`src/rtl/aes_round_ctrl.sv`:
```
// AES-128 round sequencer: owns the state/key registers and the round counter,
// while the round function and key expansion live outside as combinational logic.
//
// state | meaning
// IDLE  | ready for a new plaintext/key pair
// ROUND | round r (1..10) being applied by the external round unit
// DONE  | ciphertext held on out_data until the consumer takes it
module aes_round_ctrl (
    input  logic         clk,
    input  logic         rst_n,
    input  logic         in_valid,
    output logic         in_ready,
    input  logic [0:127] in_data,
    input  logic [0:127] in_key,
    output logic [0:127] rnd_state_o,
    output logic [0:127] rnd_prev_key_o,
    output logic [3:0]   rnd_num_o,
    output logic         rnd_last_o,
    input  logic [0:127] rnd_key_i,
    input  logic [0:127] rnd_state_i,
    output logic         out_valid,
    input  logic         out_ready,
    output logic [0:127] out_data,
    output logic         busy
);

    localparam logic [1:0] IDLE  = 2'd0;
    localparam logic [1:0] ROUND = 2'd1;
    localparam logic [1:0] DONE  = 2'd2;

    localparam logic [3:0] LAST_RND = 4'd10;

    logic [1:0]   r_fsm;
    logic [3:0]   r_rnd;
    logic [0:127] r_state;
    logic [0:127] r_key;

    logic w_idle;
    logic w_round;
    logic w_done;

    assign w_idle  = (r_fsm == IDLE);
    assign w_round = (r_fsm == ROUND);
    assign w_done  = (r_fsm == DONE);

    always_ff @(posedge clk or negedge rst_n) begin
        if (!rst_n) begin
            r_fsm   <= IDLE;
            r_rnd   <= 4'd0;
            r_state <= '0;
            r_key   <= '0;
        end else begin
            case (r_fsm)
                IDLE: begin
                    if (in_valid) begin
                        r_state <= in_data ^ in_key;
                        r_key   <= in_key;
                        r_rnd   <= 4'd1;
                        r_fsm   <= ROUND;
                    end
                end
                ROUND: begin
                    r_state <= rnd_state_i;
                    r_key   <= rnd_key_i;
                    if (r_rnd < LAST_RND) begin
                        r_rnd <= r_rnd + 4'd1;
                    end else begin
                        r_rnd <= 4'd0;
                        r_fsm <= DONE;
                    end
                end
                DONE: begin
                    if (out_ready) begin
                        r_fsm <= IDLE;
                    end
                end
                default: begin
                    r_fsm <= IDLE;
                    r_rnd <= 4'd0;
                end
            endcase
        end
    end

    assign in_ready       = w_idle;
    assign busy           = w_round | w_done;
    assign rnd_state_o    = r_state;
    assign rnd_prev_key_o = r_key;
    assign rnd_num_o      = w_round ? r_rnd : 4'd0;
    assign rnd_last_o     = w_round && (r_rnd == LAST_RND);
    assign out_valid      = w_done;
    // Masked so a stale ciphertext never leaks while out_valid is low.
    assign out_data       = w_done ? r_state : '0;

endmodule

```
`config.mk`:
```
export PLATFORM = sky130hd
export DESIGN_NAME = aes_round_ctrl
export DESIGN_NICKNAME = d
export VERILOG_FILES = /design/src/rtl/aes_round_ctrl.sv
export SDC_FILE = /design/constraint.sdc
export NUM_CORES = 1
export LEC_CHECK = 0
export CORE_AREA = 2 2 353 355
export CTS_CLUSTER_DIAMETER = 50
export CTS_CLUSTER_SIZE = 24
export DETAILED_ROUTE_END_ITERATION = 8
export DIE_AREA = 0 0 355 357
export GPL_ROUTABILITY_DRIVEN = 0
export PLACE_DENSITY = 0.3
export RECOVER_POWER = 25
export SYNTH_ARGS = -nofsm -noshare
export SYNTH_HDL_FRONTEND = slang
export SYNTH_SLANG_ARGS = --single-unit
export TNS_END_PERCENT = 1
```
`constraint.sdc`:
```
create_clock -name clk -period 3.6 [get_ports clk]
set_input_delay 0.36 -clock clk [delete_from_list [all_inputs] [get_ports clk]]
set_output_delay 0.36 -clock clk [all_outputs]
set_load 0.005 [all_outputs]
```
== After elaboration in Yosys (flattened, before gate mapping) ==
Cells that the tools add are included.

* Add/sub/neg operators: 1
* $mul: 0
* Divide/modulo/power cells: 0
* Magnitude comparators: 1
* Equality and inequality tests: 6
* Shift operators: 0
* Multiplexer cells: 13
* Bitwise gates (word level): 3
* Reduce and logical (&&, ||, !) cells: 6

{| class="wikitable"
|+ Operators by type and width
! operator !! number
|-
| $pmux W128 S2 || 2
|-
| $mux W128 || 3
|-
| $xor A128 B128 Y128 || 1
|-
| $mux W4 || 3
|-
| $pmux W4 S3 || 1
|-
| $mux W2 || 3
|-
| $ne A2 B2 Y1 const B || 3
|-
| $pmux W2 S3 || 1
|-
| $add A4 B1 Y4 const B || 1
|-
| $eq A4 B4 Y1 const B || 1
|-
| $lt A4 B4 Y1 const B || 1
|-
| $reduce_and A2 Y1 || 2
|-
| $reduce_and A3 Y1 || 1
|-
| $eq A2 B1 Y1 const B || 1
|-
| $eq A2 B2 Y1 const B || 1
|-
| $logic_not A2 Y1 || 1
|-
| $reduce_bool A2 Y1 || 1
|-
| $logic_and A1 B1 Y1 || 1
|-
| $not A1 Y1 || 1
|-
| $or A1 B1 Y1 || 1
|}

* Bits in registers: 262
* Latch bits: 0
* Memory bits (writable): 0
* Bits in read-only memories: 0
* Input bits: 516
* Output and inout bits: 392
* Word-level logic and storage cells: 34
* Memories kept: 0

== Longest topological paths before layout ==
* Depth in word-level cells: 3
* Gate-level depth with buffers: 10

== Worst setup path before layout ==
Ideal clock, no wire load.

* Path type: reg2out
* From: register r_fsm[0]
* To: output out_data[0] in the netlist's numbering
* Data arrival time: 1.499 ns
* Setup slack: 1.741 ns
* Cell stages (with the launch flop): 7
* Path buffers: 3
* Cell sequence: dfrtp_1 -> inv_1 -> ha_1 -> clkbuf_1 -> clkbuf_1 -> clkbuf_1 -> and2_1

* Longest elaborated chain between the ends: 2

{| class="wikitable"
|+ Ends and longest elaborated chain
! element !! line !! source
|-
| from (decl) || 33 || <nowiki>logic [1:0] r_fsm;</nowiki>
|-
| from (signal assigned) || 48 || <nowiki>r_fsm <= IDLE;</nowiki>
|-
| from (signal assigned) || 59 || <nowiki>r_fsm <= ROUND;</nowiki>
|-
| from (signal assigned) || 69 || <nowiki>r_fsm <= DONE;</nowiki>
|-
| $eq A2 B2 Y1 || 44 || <nowiki>assign w_done = (r_fsm == DONE);</nowiki>
|-
| named net out_valid || 21 || <nowiki>output logic out_valid,</nowiki>
|-
| $mux W128 || 93 || <nowiki>assign out_data = w_done ? r_state : '0;</nowiki>
|-
| to (decl) || 23 || <nowiki>output logic [0:127] out_data,</nowiki>
|}

The timed path passes the listed nets, and every way through them passes these cells.

== Worst setup path in the final report ==
* From: register r_fsm[0]
* To: output out_data[56] in the netlist's numbering

* Longest elaborated chain between the ends: 2

{| class="wikitable"
|+ Ends and longest elaborated chain
! element !! line
|-
| $eq A2 B2 Y1 || 44
|-
| $mux W128 || 93
|}

No other way between the ends.

==> impl_metrics.yaml <==
outcome:
  outcome: "complete, but fails checks"
  failed_checks: "capacitance limit, slew limit"
synth:
  avgSynthCellArea_um2: 9.946
  synth_edf_count: 0
  syn_area_mm2: 0.01414
  synth_seq_cells: 262
  yosysUniqueCellTypes: 28
  seq_area_frac_synth_pct: 46.36
  syn-instance-count: 1422
  synth_nets: 1943
  synth-main-ff-cell: "dfrtp_1"
  async_flop_share_pct: 100.0
  synth_warnings: 0
floorplanning:
  start_util_pct: 11.50
  die_h_um: 357
  die_width_um: 355
  pin_count: 908
  core_area_mm2: 0.1230
  rows: 129
  die_area_mm2: 0.1267
setup_path:
  worstRegToRegCells: 6
  r2r-start: "r_fsm[1]$_DFFE_PN0P_"
  worstPathMaxFanout: 131
  cp-start-kind: "flip-flop"
  r2r_end: "rnd_prev_key_o[2]$_DFFE_PN0P_"
  r2r_setup_slack_ns: 1.22
  path_class: "flip-flop to output pin"
  worstPathRequired_ns: 3.24
  endpoint_kind: "output pin"
  critPathArrivalTime_ns: 2.61
  crit_path_start: "r_fsm[0]$_DFFE_PN0P_"
route:
  drt_iter0_drc: 405
  vias: 13485
  via_per_inst: 3.355
  postRouteAntennaNets: 0
  drtPass1Iterations: 4
  drcViolationCount: 0
  routed_wl_mm: 77.54
  wl_per_cell_um: 19.29
clock_network:
  cts_max_path_buffers: 3
  cts_buffers: 66
  ctsResizeCount: 0
  htreeDepth: 3
  root_buffer: "clkbuf_16"
  path_clk_slew_ns: 0.05
  clk_latency_ns: 0.62
  cts_tree: "yes"
  cts_sinks: 262
grt:
  antenna_found_initial: 10
  grt_pass1_vias: 14365
  track_usage_pct: 11.75
  grt_pass1_wl_mm: 107.1
  grt.overflow.total: 0
  grt_max_degree: 131
timing:
  clock_skew_ns: 0.02568
  period_needed_ns: 2.971
  finalSetupViolCount: 0
  tightest_slew_ns: 2.469
  timing.hold.ws_ns: 0.3809
  slew_headroom_pct: -64.57
  post-route-period-util_pct: 82.52
  rsz0062_at_grt: "no"
  fmax_ghz: 0.3366
  setup_tns_ns: 0
  slew_viol_final: 74
  finalHoldViolations: 0
pwr:
  p_per_area_mw_per_mm2: 835.9
  seqPwrFrac_pct: 25.0
  comb_power_share_pct: 46.6
  clkPwrFrac_pct: 28.4
  p_switching_mw: 8.414
  max-vdd-ir-drop_v: 0.0003794
  p_int_mw: 14.55
  p_leak_nw: 10.96
  swShare_pct: 36.64
placed_design:
  io_buffers: 907
  hpwl_mm: 61.90
  placed_area_mm2: 0.02503
worst_hold_path:
  min_from: "rnd_state_i[121]"
  worst_hold_path_type: "input port to flip-flop"
  whs_endpoint: "rnd_state_o[121]$_DFFE_PN0P_"
  holdPathStages: 3
final_layout:
  nets: 2844
  syn_to_final_growth_pct: 94.21
  stdcell_area_mm2: 0.02747
  fill_cells: 13394
  layout-drive-gt1-share_pct: 6.145
run:
  maxCapViolCount: 1
[cell usage in the layout (no fill, tap or decap), types with 6 or more instances in the layout]
cell,count
clkbuf_16,66
diode_2,6
nand2_1,257
dfrtp_1,262
bufinv_16,11
clkdlybuf4s50_1,906
clkinv_2,9
buf_12,10
buf_4,12
xor2_1,128
o21ai_1,180
and2_1,132
clkinvlp_4,9
o21ai_0,78
clkbuf_8,6
clkbuf_1,6
mux2i_1,256
[routing by layer]
layer  track usage (%)  up-vias  share of wire (%)
met1             12.52     6268                 37
met2             21.55      511                 53
met3             4.143       83                7.9
met5                 0        -              0.036
met4             3.644        4                2.1
li1                  -     6619                  -
[power by group through the flow]
stage | Sequential (mW) | Combinational, mW | Clock, mW
after floorplan | 5.41 | 5.00 | 0
after global placement | 5.78 | 11.0 | 0
after detailed placement | 5.82 | 11.0 | 0
after CTS | 5.80 | 11.1 | 6.77
after global routing | 5.94 | 11.8 | 6.91
final | 5.74 | 10.7 | 6.52
[metrics by stage]
step	setup slack, ns	util (%)	instances	total power [mW]
after floorplan	1.741	-	1422	10.42
after global placement	1.199	20.35	3891	16.78
after detailed placement	1.171	20.35	3891	16.85
after CTS	0.5231	22.34	4013	23.63
after global routing	0.4028	22.33	4018	24.68
final	0.6294	22.33	4019	22.96
[synthesized netlist by cell type, types with 2 or more instances]
master / instances / area [um^2]
nand2_1: 257 / 964.7
ha_1: 5 / 62.56
clkbuf_1: 40 / 150.1
a21oi_1: 2 / 10.01
inv_1: 3 / 11.26
o21ai_1: 180 / 900.9
buf_6: 22 / 247.7
dfrtp_1: 262 / 6556
nor2_1: 2 / 7.510
nor2b_1: 2 / 12.51
o21ai_0: 78 / 390.4
and2_1: 132 / 825.8
a2bb2oi_1: 2 / 17.52
mux2i_1: 256 / 2562
nand3_1: 2 / 10.01
buf_2: 38 / 190.2
xor2_1: 128 / 1121
[final cells by class]
cell class                      instances  area [um^2]  area share [%]
Sequential cell                       262         6556           23.87
Inverter                                3        11.26         0.04100
Antenna cell                            6        15.01         0.05466
Clock buffer                           78         1757           6.395
Timing Repair Buffer                  934         9394           34.20
Multi-Input combinational cell       1056         7009           25.52
Clock inverter                         43        676.9           2.464
Tap cell                             1637         2048           7.457
[kinds of logic (layout without fill, tap and decap cells)]
family                     count (synthesis)  in the layout  synth area share, %
other                                      0              6                    0
muxes                                    258            258                18.36
AOI/OAI and AO/OA                        267            267                9.634
DFF                                      262            262                46.36
and+or+nand+nor                          398            398                13.02
buffers and inverters                    104           1058                4.264
xor gates and xnor gates                 128            128                7.926
adders and majority gates                  5              5               0.4423
[how the worst max path moves through the flow]
| stage | to | slack (ns) | cells after the start |
|---|---|---|---|
| after floorplan | out_data[0] | 1.74 | 6 |
| after global placement | rnd_prev_key_o[2]$_DFFE_PN0P_ | 1.20 | 6 |
| after detailed placement | rnd_prev_key_o[2]$_DFFE_PN0P_ | 1.17 | 6 |
| after CTS | out_data[56] | 0.52 | 5 |
| after global routing | rnd_prev_key_o[124]$_DFFE_PN0P_ | 0.40 | 3 |
| final | out_data[56] | 0.63 | 5 |
[registers in the layout (all words and copies together) (netlist names)]
signal,flops
r_fsm,2
rnd_state_o,128
r_rnd,4
rnd_prev_key_o,128
[critical path, cell delays in order (launching register included)]
cell and delay, ns:
dfrtp_1 0.42, inv_1 0.16, ha_4 0.21, buf_12 0.39, and2_1 0.20, clkdlybuf4s50_1 0.51
[repair_timing]
item,CTS,global route
setup endpoints to repair,0,0
hold endpoints to repair,69,0
setup buffers,0,0
hold buffers,1,0
Note: power is estimated with default switching activity, not from simulation.
